[config.mk]
export PLATFORM = sky130hd
export DESIGN_NAME = adc_spi_responder_flat
export DESIGN_NICKNAME = d
export VERILOG_FILES = /design/src/rtl/adc_spi_responder_if.sv /design/src/rtl/adc_spi_responder.sv /design/src/flat_wrapper.sv
export SDC_FILE = /design/constraint.sdc
export NUM_CORES = 1
export LEC_CHECK = 0
export CAP_MARGIN = 20
export CORE_UTILIZATION = 55
export CTS_CLUSTER_DIAMETER = 80
export DETAILED_ROUTE_END_ITERATION = 6
export DONT_BUFFER_PORTS = 1
export MAX_ROUTING_LAYER = met4
export PLACE_DENSITY_LB_ADDON = 0.08
export SLEW_MARGIN = 20
export SYNTH_ARGS = -nofsm -noshare
export SYNTH_HDL_FRONTEND = slang
export SYNTH_SLANG_ARGS = --single-unit
[constraint.sdc]
create_clock -name clk -period 5.1 [get_ports clk]
set_input_delay 0.51 -clock clk [delete_from_list [all_inputs] [get_ports clk]]
set_output_delay 0.51 -clock clk [all_outputs]
set_load 0.05 [all_outputs]
[src/rtl/adc_spi_responder_if.sv]
// SPI pin bundle between the polling master and the ADC responder model.
interface adc_spi_responder_if;
  logic sclk;
  logic cs_n;
  logic din;
  logic dout;
  logic dout_oe;

  modport master (output sclk, output cs_n, output din, input dout, input dout_oe);
  modport slave  (input sclk, input cs_n, input din, output dout, output dout_oe);
endinterface

[src/rtl/adc_spi_responder.sv]
// SPI responder model of the 8-channel 12-bit serial ADC; the address received
// in one frame selects the channel returned in the following frame.
module adc_spi_responder #(
  parameter int DATA_W      = 12,
  parameter int FRAME_BITS  = 16,
  parameter int N_CH        = 8,
  parameter int SYNC_STAGES = 2
) (
  input  logic                   clk,
  input  logic                   rst_n,
  adc_spi_responder_if.slave     spi,
  input  logic [N_CH*DATA_W-1:0] ch_data,
  output logic                   busy,
  output logic [2:0]             addr_rcvd,
  output logic                   frame_done,
  output logic                   frame_err
);

  localparam int CW = $clog2(FRAME_BITS + 2);
  localparam logic [CW-1:0] CNT_LAST  = CW'(FRAME_BITS);
  localparam logic [CW-1:0] CNT_MAX   = CW'(FRAME_BITS + 1);
  localparam logic [CW-1:0] ADDR_FIRST = CW'(2);
  localparam logic [CW-1:0] ADDR_LAST  = CW'(4);

  typedef enum logic [1:0] {IDLE, ACTIVE, OVERRUN} state_t;

  state_t                  state;
  logic [SYNC_STAGES-1:0]  sclk_sync, cs_sync, din_sync;
  logic                    sclk_d, cs_d;
  logic                    sclk_s, cs_s, din_s;
  logic                    sclk_rise, sclk_fall, cs_fall, cs_rise;
  logic [CW-1:0]           rise_cnt;
  logic [2:0]              addr_sh;
  logic [2:0]              sel;
  logic [FRAME_BITS-1:0]   shift_q;
  logic [DATA_W-1:0]       ch_sel;
  logic [FRAME_BITS-1:0]   load_word;

  assign sclk_s    = sclk_sync[SYNC_STAGES-1];
  assign cs_s      = cs_sync[SYNC_STAGES-1];
  assign din_s     = din_sync[SYNC_STAGES-1];
  assign sclk_rise = sclk_s & ~sclk_d;
  assign sclk_fall = ~sclk_s & sclk_d;
  assign cs_fall   = ~cs_s & cs_d;
  assign cs_rise   = cs_s & ~cs_d;

  assign ch_sel    = ch_data[sel*DATA_W +: DATA_W];
  assign load_word = {{(FRAME_BITS-DATA_W){1'b0}}, ch_sel};

  // cs_n chain resets to "asserted" so a frame already running on the bus
  // when reset releases never looks like a fresh cs_n fall.
  always_ff @(posedge clk or negedge rst_n) begin
    if (!rst_n) begin
      sclk_sync <= '1;
      cs_sync   <= '0;
      din_sync  <= '0;
      sclk_d    <= 1'b1;
      cs_d      <= 1'b0;
    end else begin
      sclk_sync <= {sclk_sync[SYNC_STAGES-2:0], spi.sclk};
      cs_sync   <= {cs_sync[SYNC_STAGES-2:0], spi.cs_n};
      din_sync  <= {din_sync[SYNC_STAGES-2:0], spi.din};
      sclk_d    <= sclk_s;
      cs_d      <= cs_s;
    end
  end

  always_ff @(posedge clk or negedge rst_n) begin
    if (!rst_n) begin
      state       <= IDLE;
      spi.dout    <= 1'b0;
      spi.dout_oe <= 1'b0;
      busy        <= 1'b0;
      addr_rcvd   <= '0;
      frame_done  <= 1'b0;
      frame_err   <= 1'b0;
      sel         <= '0;
      addr_sh     <= '0;
      rise_cnt    <= '0;
      shift_q     <= '0;
    end else begin
      frame_done <= 1'b0;
      frame_err  <= 1'b0;
      case (state)
        IDLE: begin
          spi.dout    <= 1'b0;
          spi.dout_oe <= 1'b0;
          if (cs_fall) begin
            shift_q     <= load_word;
            spi.dout    <= load_word[FRAME_BITS-1];
            spi.dout_oe <= 1'b1;
            busy        <= 1'b1;
            rise_cnt    <= '0;
            state       <= ACTIVE;
          end
        end
        ACTIVE, OVERRUN: begin
          if (cs_rise) begin
            state       <= IDLE;
            spi.dout    <= 1'b0;
            spi.dout_oe <= 1'b0;
            busy        <= 1'b0;
            if (state == ACTIVE && rise_cnt == CNT_LAST) begin
              addr_rcvd  <= addr_sh;
              sel        <= addr_sh;
              frame_done <= 1'b1;
            end else begin
              frame_err  <= 1'b1;
            end
          end else if (state == ACTIVE) begin
            if (sclk_rise) begin
              if (rise_cnt >= ADDR_FIRST && rise_cnt <= ADDR_LAST)
                addr_sh <= {addr_sh[1:0], din_s};
              if (rise_cnt == CNT_LAST) begin
                rise_cnt <= CNT_MAX;
                spi.dout <= 1'b0;
                state    <= OVERRUN;
              end else begin
                rise_cnt <= rise_cnt + 1'b1;
              end
            end else if (sclk_fall && rise_cnt != '0) begin
              shift_q  <= {shift_q[FRAME_BITS-2:0], 1'b0};
              spi.dout <= shift_q[FRAME_BITS-2];
            end
          end
        end
        default: state <= IDLE;
      endcase
    end
  end

endmodule

[src/flat_wrapper.sv]
// flat-port wrapper written by rule: the top's interface ports become plain ports
module adc_spi_responder_flat 
#(
  parameter int DATA_W      = 12,
  parameter int FRAME_BITS  = 16,
  parameter int N_CH        = 8,
  parameter int SYNC_STAGES = 2
)
  (clk, rst_n, ch_data, busy, addr_rcvd, frame_done, frame_err, spi_sclk, spi_cs_n, spi_din, spi_dout, spi_dout_oe);
  adc_spi_responder_if spi_i ();
  input  logic clk;
  input  logic rst_n;
  input  logic [N_CH*DATA_W-1:0] ch_data;
  output logic busy;
  output logic [2:0] addr_rcvd;
  output logic frame_done;
  output logic frame_err;
  input wire logic [$bits(spi_i.sclk)-1:0] spi_sclk;
  input wire logic [$bits(spi_i.cs_n)-1:0] spi_cs_n;
  input wire logic [$bits(spi_i.din)-1:0] spi_din;
  output wire logic [$bits(spi_i.dout)-1:0] spi_dout;
  output wire logic [$bits(spi_i.dout_oe)-1:0] spi_dout_oe;
  assign spi_i.sclk = spi_sclk;
  assign spi_i.cs_n = spi_cs_n;
  assign spi_i.din = spi_din;
  assign spi_dout = spi_i.dout;
  assign spi_dout_oe = spi_i.dout_oe;
  adc_spi_responder #(.DATA_W(DATA_W), .FRAME_BITS(FRAME_BITS), .N_CH(N_CH), .SYNC_STAGES(SYNC_STAGES)) u_core (.clk(clk), .rst_n(rst_n), .spi(spi_i), .ch_data(ch_data), .busy(busy), .addr_rcvd(addr_rcvd), .frame_done(frame_done), .frame_err(frame_err));
endmodule
==> flow_summary.yaml <==
yosys:
  syn_area_per_cell_sq_um: 11.2
  synth_nets: 346
  synth_most_common_cell: "mux2i_1"
  synth.top_cell.area_share: 0.356
  ys.warnings.count: 0
  synth_seq_cells: 41
  synthFlopType: "dfrtp_1"
  synthCells: 239
  synth_enable_flop_cells: 0
  synthesis.area_sq_um: 2670
  yosysSeqAreaShare: 0.386
  synthTopCellsByArea: "dfrtp_1 36%, mux2i_1 17%, a22oi_1 6.5%, a221o_1 4.5%, mux2_2 3.4%"
  netlist_top_cells_count: "45 x mux2i_1, 38 x dfrtp_1, 23 x a22oi_1, 12 x a221o_1, 11 x and3_1"
  synth_largest_area_cell: "dfrtp_1"
  synthArstFlopShare: 1.00
  yosysUniqueCellTypes: 48
global_route:
  gr-usage-all-layers: 0.227
  grt_max_degree: 43
  antenna_found_initial: 0
  grt_pass1_vias: 1870
  overflow: 0
  grt_pass1_wl_microns: 8870
clocking:
  cts-root-buf: "clkbuf_8"
  cts_resized: 0
  post_cts_buffers: 0
  postCtsHoldBufs: 1
  cts.sinks: 41
  clock_latency_ps: 290
  path_clk_slew_ps: 80
  htreeDepth: 2
  numCtsBuffers: 5
  cts_tree: "done"
  clk_path_buf_depth: 2
final_layout:
  drive_gt1_frac: 0.146
  fillerInstances: 373
  diodes: 0
  area_delta_synth_final_pct: 3.47
  finalNetCount: 339
drt:
  drt_wl_total_microns: 5730
  vias_per_cell: 6.84
  antenna_left: 0
  vias: 1950
  wl_per_cell_microns: 20.1
  firstDrtPassIters: 4
  first_iter_violations: 140
  drcViolationCount: 0
run:
  maxCapViolCount: 0
pwr:
  power.leakage_nw: 1.07
  seqPwrFrac: 0.394
  power.internal_mw: 0.758
  p_comb_frac: 0.437
  clockPowerShare: 0.169
  peakVddDrop_mv: 0.246
  power.switching_mw: 0.506
  power_density_nw_per_um2: 458
  switching_share: 0.400
floorplan:
  initial_core_util: 0.593
  core_area_sq_um: 4500
  die_area_sq_um: 5140
  die_width_microns: 71.7
  die_h_microns: 71.7
  ios: 109
  rows: 24
critical_path:
  critical-path-max-stage-delay_ps: 960
  path_class: "reg2reg"
  worst-path-buf-inv: 1
  crit_slowest_cell: "a2111oi_2"
  crit_required_ps: 5330
  path_cells: "inv_1 > ha_1 > a2111oi_2 > and3_1 > a221o_1"
  cp-end-kind: "register"
  start_kind: "register"
  crit_fanout: 15
  crit_arrival_ps: 2660
  crit_family: "compound AO/OA/AOI/OAI gates"
sta:
  rsz0062_at_grt: "false"
  clock_skew_ps: 4.39
  whs_ps: 53.4
  fin_crit_sh: 0.476
  tns_ps: 0
  slew_violations: 0
  fmax_mhz: 412
  worst_slew_pin_slew_ps: 1070
  max_slew_margin: 0.285
  finalHoldViolations: 0
  setup_viol: 0
  min_period_ps: 2430
place:
  io_buffers: 0
  place_congestion: 0.856
  dp_hpwl_microns: 4400
run_status:
  outcome: "finished clean"
hold_path:
  worst_hold_path_type: "in2async"
==> cells by family after synthesis <==
kind of cell	count (synthesis)	share of synthesized area
multiplexers	55	0.219
adder cells (fa/ha/maj)	6	0.0281
AND/OR/NAND/NOR	47	0.119
AO/OA/AOI/OAI	68	0.203
buffers and inverters	22	0.0441
flip-flops	41	0.386
==> sequential cells by signal, indices dropped and copies added, names as in the netlist <==
name,count
u_core.cs_sync,2
u_core.cs_d,1
u_core.frame_done,1
u_core.addr_sh,3
u_core.spi.dout_oe,1
u_core.frame_err,1
u_core.state,2
u_core.rise_cnt,5
u_core.sclk_d,1
u_core.shift_q,15
u_core.sclk_sync,2
u_core.spi.dout,1
u_core.busy,1
u_core.addr_rcvd,3
u_core.din_sync,2
==> power groups by stage <==
stage | clock network (mW) | registers [mW] | logic (mW)
floorplan | 0 | 0.478 | 0.484
global placement | 0 | 0.498 | 0.519
detailed placement | 0 | 0.502 | 0.543
CTS | 0.223 | 0.496 | 0.550
global route | 0.237 | 0.509 | 0.610
finish | 0.213 | 0.497 | 0.553
==> per-layer routing <==
metal / track usage / up-vias / wire length (microns)
met5: - / - / 0
met4: 0.0697 / 0 / 53
met3: 0.0577 / 8 / 335
met2: 0.331 / 77 / 2730
met1: 0.311 / 938 / 2620
li1: - / 927 / -
==> placed cells by master, fill, tap and decap left out, types with 2 or more instances in the layout <==
master	Yosys	routed
a211oi_1	2	2
a21oi_1	7	7
a221o_1	12	12
a22o_1	4	4
a22oi_1	23	23
and2b_1	2	2
and3_1	11	11
clkbuf_8	0	5
dfrtp_1	38	37
dfstp_2	3	3
ha_1	6	6
inv_1	6	6
mux2_2	8	8
mux2i_1	45	45
mux4_2	2	2
nand2_1	4	4
nand2b_1	2	2
nand3_1	5	5
nor2_1	5	5
nor2b_1	4	4
nor3_1	2	2
o21ai_0	7	7
o2bb2ai_1	2	2
o31ai_1	2	2
==> final cells by class <==
cell class	count	area [sq um]	share of cell area
inverter	6	22.5	0.00816
clock buffer	5	68.8	0.0249
timing repair buffer	2	27.5	0.00997
multi-input combinational	176	1520	0.551
clock inverter	3	25.0	0.00906
sequential	41	1030	0.373
tap	52	65.1	0.0236
==> worst paths after layout <==
kind,slack [ps],to,depth (start not counted),start
setup / recovery,2670,u_core.shift_q[11]$_DFFE_PN0P_,5,u_core.state[0]$_DFFE_PN0P_
hold / removal,50,u_core.sclk_d$_DFF_PN1_,0,rst_n
setup reg to reg,2670,u_core.shift_q[11]$_DFFE_PN0P_,5,u_core.state[0]$_DFFE_PN0P_
hold reg to reg,350,u_core.cs_sync[1]$_DFF_PN0_,0,u_core.cs_sync[0]$_DFF_PN0_
max in group asynchronous,4860,u_core.addr_rcvd[0]$_DFFE_PN0P_,1,rst_n
min in group clk,210,u_core.sclk_sync[0]$_DFF_PN1_,0,spi_sclk
==> worst reg2reg max path: stages (launching register included) <==
cell and delay (ps):
dfrtp_1 400, inv_1 90, ha_1 490, a2111oi_2 970, and3_1 310, a221o_1 120
==> per-stage QoR <==
stage | setup slack, ps | util | instances | power (mW) | cell area, sq um
floorplan | 3030 | - | 239 | 0.962 | 2670
detailed placement | 2740 | 0.588 | 276 | 1.04 | 2650
global placement | 2880 | 0.588 | 276 | 1.02 | 2650
CTS | 2700 | 0.613 | 285 | 1.27 | 2760
finish | 2670 | 0.613 | 285 | 1.26 | 2760
global route | 2510 | 0.613 | 285 | 1.36 | 2760
Power figures use the tool's default switching activity.
